==> config.mk <==
export PLATFORM = sky130hd
export DESIGN_NAME = coloring_gen
export DESIGN_NICKNAME = d
export VERILOG_FILES = /design/src/rtl/coloring_pkg.sv /design/src/rtl/coloring_lfsr8.sv /design/src/rtl/coloring_gen.sv
export SDC_FILE = /design/constraint.sdc
export NUM_CORES = 1
export LEC_CHECK = 0
export CORE_MARGIN = 2
export CORE_UTILIZATION = 34
export DETAILED_ROUTE_END_ITERATION = 16
export PLACE_DENSITY = 0.63
export SETUP_SLACK_MARGIN = 0.02
export SLEW_MARGIN = 20
export SYNTH_ARGS = -nofsm -noshare
export SYNTH_HDL_FRONTEND = slang
export SYNTH_HIERARCHICAL = 1
export SYNTH_SLANG_ARGS = --single-unit
==> constraint.sdc <==
create_clock -name clk -period 2.9 [get_ports clk]
set_input_delay 0.87 -clock clk [delete_from_list [all_inputs] [get_ports clk]]
set_output_delay 0.87 -clock clk [all_outputs]
set_load 0.02 [all_outputs]
==> src/rtl/coloring_pkg.sv <==
// Shared definitions for the colour-sequence generator and checker.
// Provides colour constants, the generator state encoding, the LFSR taps,
// and the rule-aware colour selection helper.
package coloring_pkg;

    localparam int unsigned COL_W = 2;

    localparam logic [COL_W-1:0] COL0     = 2'd0;
    localparam logic [COL_W-1:0] COL1     = 2'd1;
    localparam logic [COL_W-1:0] COL2     = 2'd2;
    localparam logic [COL_W-1:0] COL_TERM = 2'd3;

    // Feedback taps for the 8-bit Fibonacci LFSR: bits 7, 5, 4, 3.
    localparam logic [7:0] LFSR_TAPS = 8'hB8;

    typedef enum logic [1:0] {
        ST_IDLE = 2'd0,
        ST_RUN  = 2'd1,
        ST_TERM = 2'd2
    } gen_state_t;

    // Take the LFSR candidate when it keeps the sequence legal. Otherwise
    // fall back to 2, or, when 2 has already repeated twice, to 0/1 chosen
    // by lfsr bit 2. Either fallback is always legal after the previous colour.
    function automatic logic [COL_W-1:0] choose_colour(
        input logic [7:0]       l,
        input logic [COL_W-1:0] prev,
        input logic [1:0]       run
    );
        logic [COL_W-1:0] cand;
        logic             bad;
        cand = l[1:0];
        bad  = (cand == COL_TERM)
             | (!prev[1] && !cand[1] && (cand != prev))
             | ((cand == prev) && (run == 2'd2));
        if (!bad)
            return cand;
        else if ((prev == COL2) && (run == 2'd2))
            return {1'b0, l[2]};
        else
            return COL2;
    endfunction

endpackage

==> src/rtl/coloring_lfsr8.sv <==
// 8-bit Fibonacci LFSR for stimulus generators.
// Ports: clk, rst (sync, active-high, resets to 8'h01), load (takes seed,
// with 8'h00 replaced by 8'h01), enable (advance one step), seed, value.
module coloring_lfsr8
    import coloring_pkg::*;
(
    input  logic       clk,
    input  logic       rst,
    input  logic       load,
    input  logic       enable,
    input  logic [7:0] seed,
    output logic [7:0] value
);

    logic fb;

    assign fb = ^(value & LFSR_TAPS);

    // Load has priority over advance; the all-zero state is never entered.
    always_ff @(posedge clk) begin
        if (rst)
            value <= 8'h01;
        else if (load)
            value <= (seed == 8'h00) ? 8'h01 : seed;
        else if (enable)
            value <= {value[6:0], fb};
    end

endmodule

==> src/rtl/coloring_gen.sv <==
// Generates a legal pseudo-random colour stream (0/1/2) of length len,
// followed by one terminator colour 3, over a valid/ready handshake.
// Ports: clk, rst (sync, active-high), start/len/seed (request, taken in
// IDLE), out_valid/out_ready/out_color/out_last (stream), busy (RUN or
// TERM), done (one-cycle pulse after the terminator is accepted).
module coloring_gen
    import coloring_pkg::*;
#(
    parameter int unsigned LEN_W  = 8,
    parameter int unsigned LFSR_W = 8
) (
    input  logic             clk,
    input  logic             rst,
    input  logic             start,
    input  logic [LEN_W-1:0] len,
    input  logic [7:0]       seed,
    output logic             out_valid,
    input  logic             out_ready,
    output logic [1:0]       out_color,
    output logic             out_last,
    output logic             busy,
    output logic             done
);

    if (LFSR_W != 8) begin : g_bad_lfsr_w
        $error("coloring_gen: only LFSR_W == 8 is supported");
    end

    gen_state_t       state;
    logic [LEN_W-1:0] count;
    logic [1:0]       prev;
    logic [1:0]       run;
    logic [7:0]       lfsr;
    logic [1:0]       colour_c;
    logic             fire;
    logic             lfsr_load;
    logic             lfsr_en;

    assign fire      = out_valid & out_ready;
    assign lfsr_load = (state == ST_IDLE) & start;
    assign lfsr_en   = (state == ST_RUN) & fire;

    coloring_lfsr8 u_lfsr (
        .clk    (clk),
        .rst    (rst),
        .load   (lfsr_load),
        .enable (lfsr_en),
        .seed   (seed),
        .value  (lfsr)
    );

    // Colour for the current RUN beat, decoded from registered state only.
    always_comb begin
        colour_c = choose_colour(lfsr, prev, run);
    end

    // Stream outputs are straight decodes of the state register.
    assign out_valid = (state != ST_IDLE);
    assign out_last  = (state == ST_TERM);
    assign busy      = (state != ST_IDLE);
    assign out_color = (state == ST_TERM) ? COL_TERM :
                       (state == ST_RUN)  ? colour_c : COL0;

    // Sequencer: length counter, colour history and done pulse.
    always_ff @(posedge clk) begin
        if (rst) begin
            state <= ST_IDLE;
            count <= '0;
            prev  <= COL_TERM;
            run   <= 2'd0;
            done  <= 1'b0;
        end else begin
            done <= 1'b0;
            case (state)
                ST_IDLE: begin
                    if (start) begin
                        count <= len;
                        prev  <= COL_TERM;
                        run   <= 2'd0;
                        state <= (len == '0) ? ST_TERM : ST_RUN;
                    end
                end
                ST_RUN: begin
                    if (fire) begin
                        run   <= (colour_c == prev) ? run + 2'd1 : 2'd1;
                        prev  <= colour_c;
                        count <= count - LEN_W'(1);
                        if (count == LEN_W'(1))
                            state <= ST_TERM;
                    end
                end
                ST_TERM: begin
                    if (fire) begin
                        state <= ST_IDLE;
                        done  <= 1'b1;
                        prev  <= COL_TERM;
                        run   <= 2'd0;
                    end
                end
                default: state <= ST_IDLE;
            endcase
        end
    end

endmodule

==> reports/qor.txt <==
Sequential Area: 460 µm²
Min-Delay Endpoint: count[1]
initial antenna violation count: 0
number of detailed-route iterations in the first pass: 4
die width: 70.6 µm
CTS buffer count: 3
status: finished, final reports clean
Post-synth top flop: dfxtp_1
met2 WL post-DR: 1730 µm
Layout area overhead: 28.1%
Final Max Slew Viols: 0
Setup crit end kind: primary output
hold bufs inserted after CTS: 0
Final Setup Violations: 0
worst-case clock skew: 0.00295 ns
routed wire length: 3540 µm
Post-synth EDFFs: 0
top sig layer: met4
Min Clock Period, post-route: 2.78 ns
Port Buffers: 25
share of layout cells above drive strength 1: 15.9%
DRC: 0
Vias: 1441
hold path start: count[1]
slew margin rel.: 72.8%
post-DR wirelength/cell: 12.7 µm
multi-input combinational cell area: 977 µm²
R2R Setup Slk: 0.81 ns
largest net degree at the start of global routing: 20
Fin. Hold Viols: 0
CTS tree: done
Mapped Area: 1510 µm²
f_max: 0.360 GHz
clk buf depth: 2
initial core utilization: 34.9%
initial DRC count: 75
WP data arrival: 1.91 ns
post-DP HPWL: 2750 µm
number of antenna diodes: 0
metal1 wirelength: 1630 µm
Net Count, Synth: 217
PwrDens: 535 nW/µm²
RR Endpoint: u_lfsr/value[7]
R2R cell count: 7
CTS sink cnt: 23
met3 routed WL: 109 µm
Seq cells post-synth: 23
MaxCap Viol Count: 0
Core Area: 4320 µm²
Required @ worst endpoint: 2.03 ns
Fillers: 469
number of global-route vias before repair: 1354
Tightest Pin Transition: 0.408 ns
clk slew on worst S/H paths: 0.08 ns
Hold Path Cell Cnt: 2
# Post-CTS Setup Buffers: 0
I/O pin cnt: 26
Rows: 24
RSZ-0062 raised after global routing: true
Pwr Total: 1.03 mW
clk root buf: clkbuf_8
Vias per Instance: 5.18
non-filler cells in the finished layout: 278
worst r2r src: state[0]
setup TNS: 0 ns
period utilization: 95.8%
CP startpoint kind: flip-flop
clock latency on the worst-skew pair: 0.27 ns
GR Overflow Total: 0
static leakage: 0.787 nW
die area: 4980 µm²
ANT nets after route: 0
synthesis warning total: 6
Worst Setup SP: u_lfsr/value[1]
post-synthesis cell count: 193
gr usage total: 14.9%
critical path class: reg2out
synth unique cells: 46
async set-reset flop share out of synthesis: 0%
Max Fanout on Critical Path: 3
VDD IR max: 0.182 mV
GPL Wtd Cong: 0.790
H-tree Lvls: 1
cell count after placement: 274
Die Ht: 70.6 µm
first-pass GRT wire length: 6010 µm
nets: 251
Avg Cell Area, Syn: 7.81 µm²
Hold WC Path Type: reg2reg
post-synthesis sequential area ratio: 30.5%
-- sequential cells by signal, indices dropped and copies added (netlist names) --
| signal | count |
|---|---|
| run | 2 |
| prev | 2 |
| state | 2 |
| count | 8 |
| u_lfsr/value | 8 |
| done | 1 |
-- cell type report --
cell class / instances / area share [%]
Clock buffer: 3 / 2.14
Clock inverter: 1 / 0.259
Inverter: 10 / 1.94
Multi-Input combinational cell: 150 / 50.6
Sequential cell: 23 / 23.8
Tap cell: 52 / 3.37
Timing Repair Buffer: 39 / 17.9
-- per-stage QoR --
step	worst slack, ns	area (µm²)	hold WS, ns	util, %
floorplan	0.213	1510	0.453	-
global placement	-0.0437	1880	0.475	43.4
detailed placement	-0.0814	1880	0.483	43.4
CTS	0.0292	1930	0.496	44.5
global route	0.00214	1930	0.517	44.7
finish	0.122	1930	0.495	44.7
-- worst max path at each step --
stage / to / slack, ns / cells after the start
6_report: out_color[0] / 0.12 / 7
5_1_grt: out_color[0] / 0.002 / 7
4_1_cts: out_color[1] / 0.03 / 7
3_5_place_dp: out_color[0] / -0.08 / 7
3_3_place_gp: out_color[0] / -0.04 / 7
2_1_floorplan: out_color[0] / 0.21 / 6
-- synth_stat cells, drive strengths merged (5+ instances only) --
| cell | instances | area share, % |
|---|---|---|
| nor2 | 22 | 5.5 |
| a21oi | 16 | 5.3 |
| o21ai | 11 | 3.7 |
| nand2 | 20 | 5.0 |
| nand2b | 7 | 2.9 |
| a211oi | 5 | 2.5 |
| dfxtp | 23 | 31 |
| nor3 | 6 | 2.0 |
| inv | 10 | 2.5 |
| mux2 | 10 | 7.5 |
| mux2i | 7 | 4.6 |
| clkbuf | 6 | 1.5 |
-- critical path: stages, from the launching register on --
cell and delay (ns):
dfxtp_1 0.34, inv_1 0.08, ha_4 0.28, mux2_2 0.35, o2111ai_2 0.19, o21a_1 0.17, o21ai_1 0.07, buf_2 0.16
-- cell families after synthesis --
| group | Yosys count | share of synthesized area [%] |
|---|---|---|
| xor+xnor | 4 | 2.32 |
| buf+inv | 20 | 6.22 |
| mux | 17 | 12.1 |
| compound gates | 50 | 20.9 |
| flops | 23 | 30.5 |
| simple gates | 75 | 24.6 |
| fa+ha+maj | 4 | 3.32 |
-- per-layer routing --
layer	vias to the layer above	track usage, %
met3	5	2.56
met2	23	25.4
li1	755	-
met5	-	0
met4	0	6.71
met1	658	18.3
-- repair_timing --
item                       CTS  global route
pin swaps                    0             1
setup endpoints to repair    2             2
resized for setup            9             3
gates cloned                 0             0
-- layout by cell type, fill, tap and decap left out, types with 2 or more instances in the layout --
| cell | synthesis | layout |
|---|---|---|
| nor2_1 | 22 | 22 |
| mux2_2 | 10 | 10 |
| nand3_1 | 3 | 3 |
| clkbuf_8 | 0 | 3 |
| or4_1 | 3 | 3 |
| o211ai_1 | 2 | 2 |
| ha_1 | 4 | 3 |
| nand2b_1 | 7 | 7 |
| o21ai_0 | 11 | 10 |
| mux2i_1 | 7 | 7 |
| inv_1 | 10 | 10 |
| buf_4 | 1 | 14 |
| dfxtp_1 | 23 | 23 |
| nand2_1 | 20 | 20 |
| buf_2 | 0 | 2 |
| clkdlybuf4s50_1 | 0 | 23 |
| nor3_1 | 6 | 6 |
| a21oi_1 | 16 | 16 |
| nor2b_1 | 2 | 2 |
| nor4_1 | 2 | 2 |
| a211oi_1 | 5 | 5 |
| xor2_1 | 3 | 3 |
| o21a_1 | 4 | 4 |
-- power breakdown --
group	internal, mW	switching (mW)	total [mW]
Combinational	0.213	0.223	0.436
Clock	0.0962	0.108	0.204
Sequential	0.355	0.0387	0.394
(Power assumes the default switching activity.)
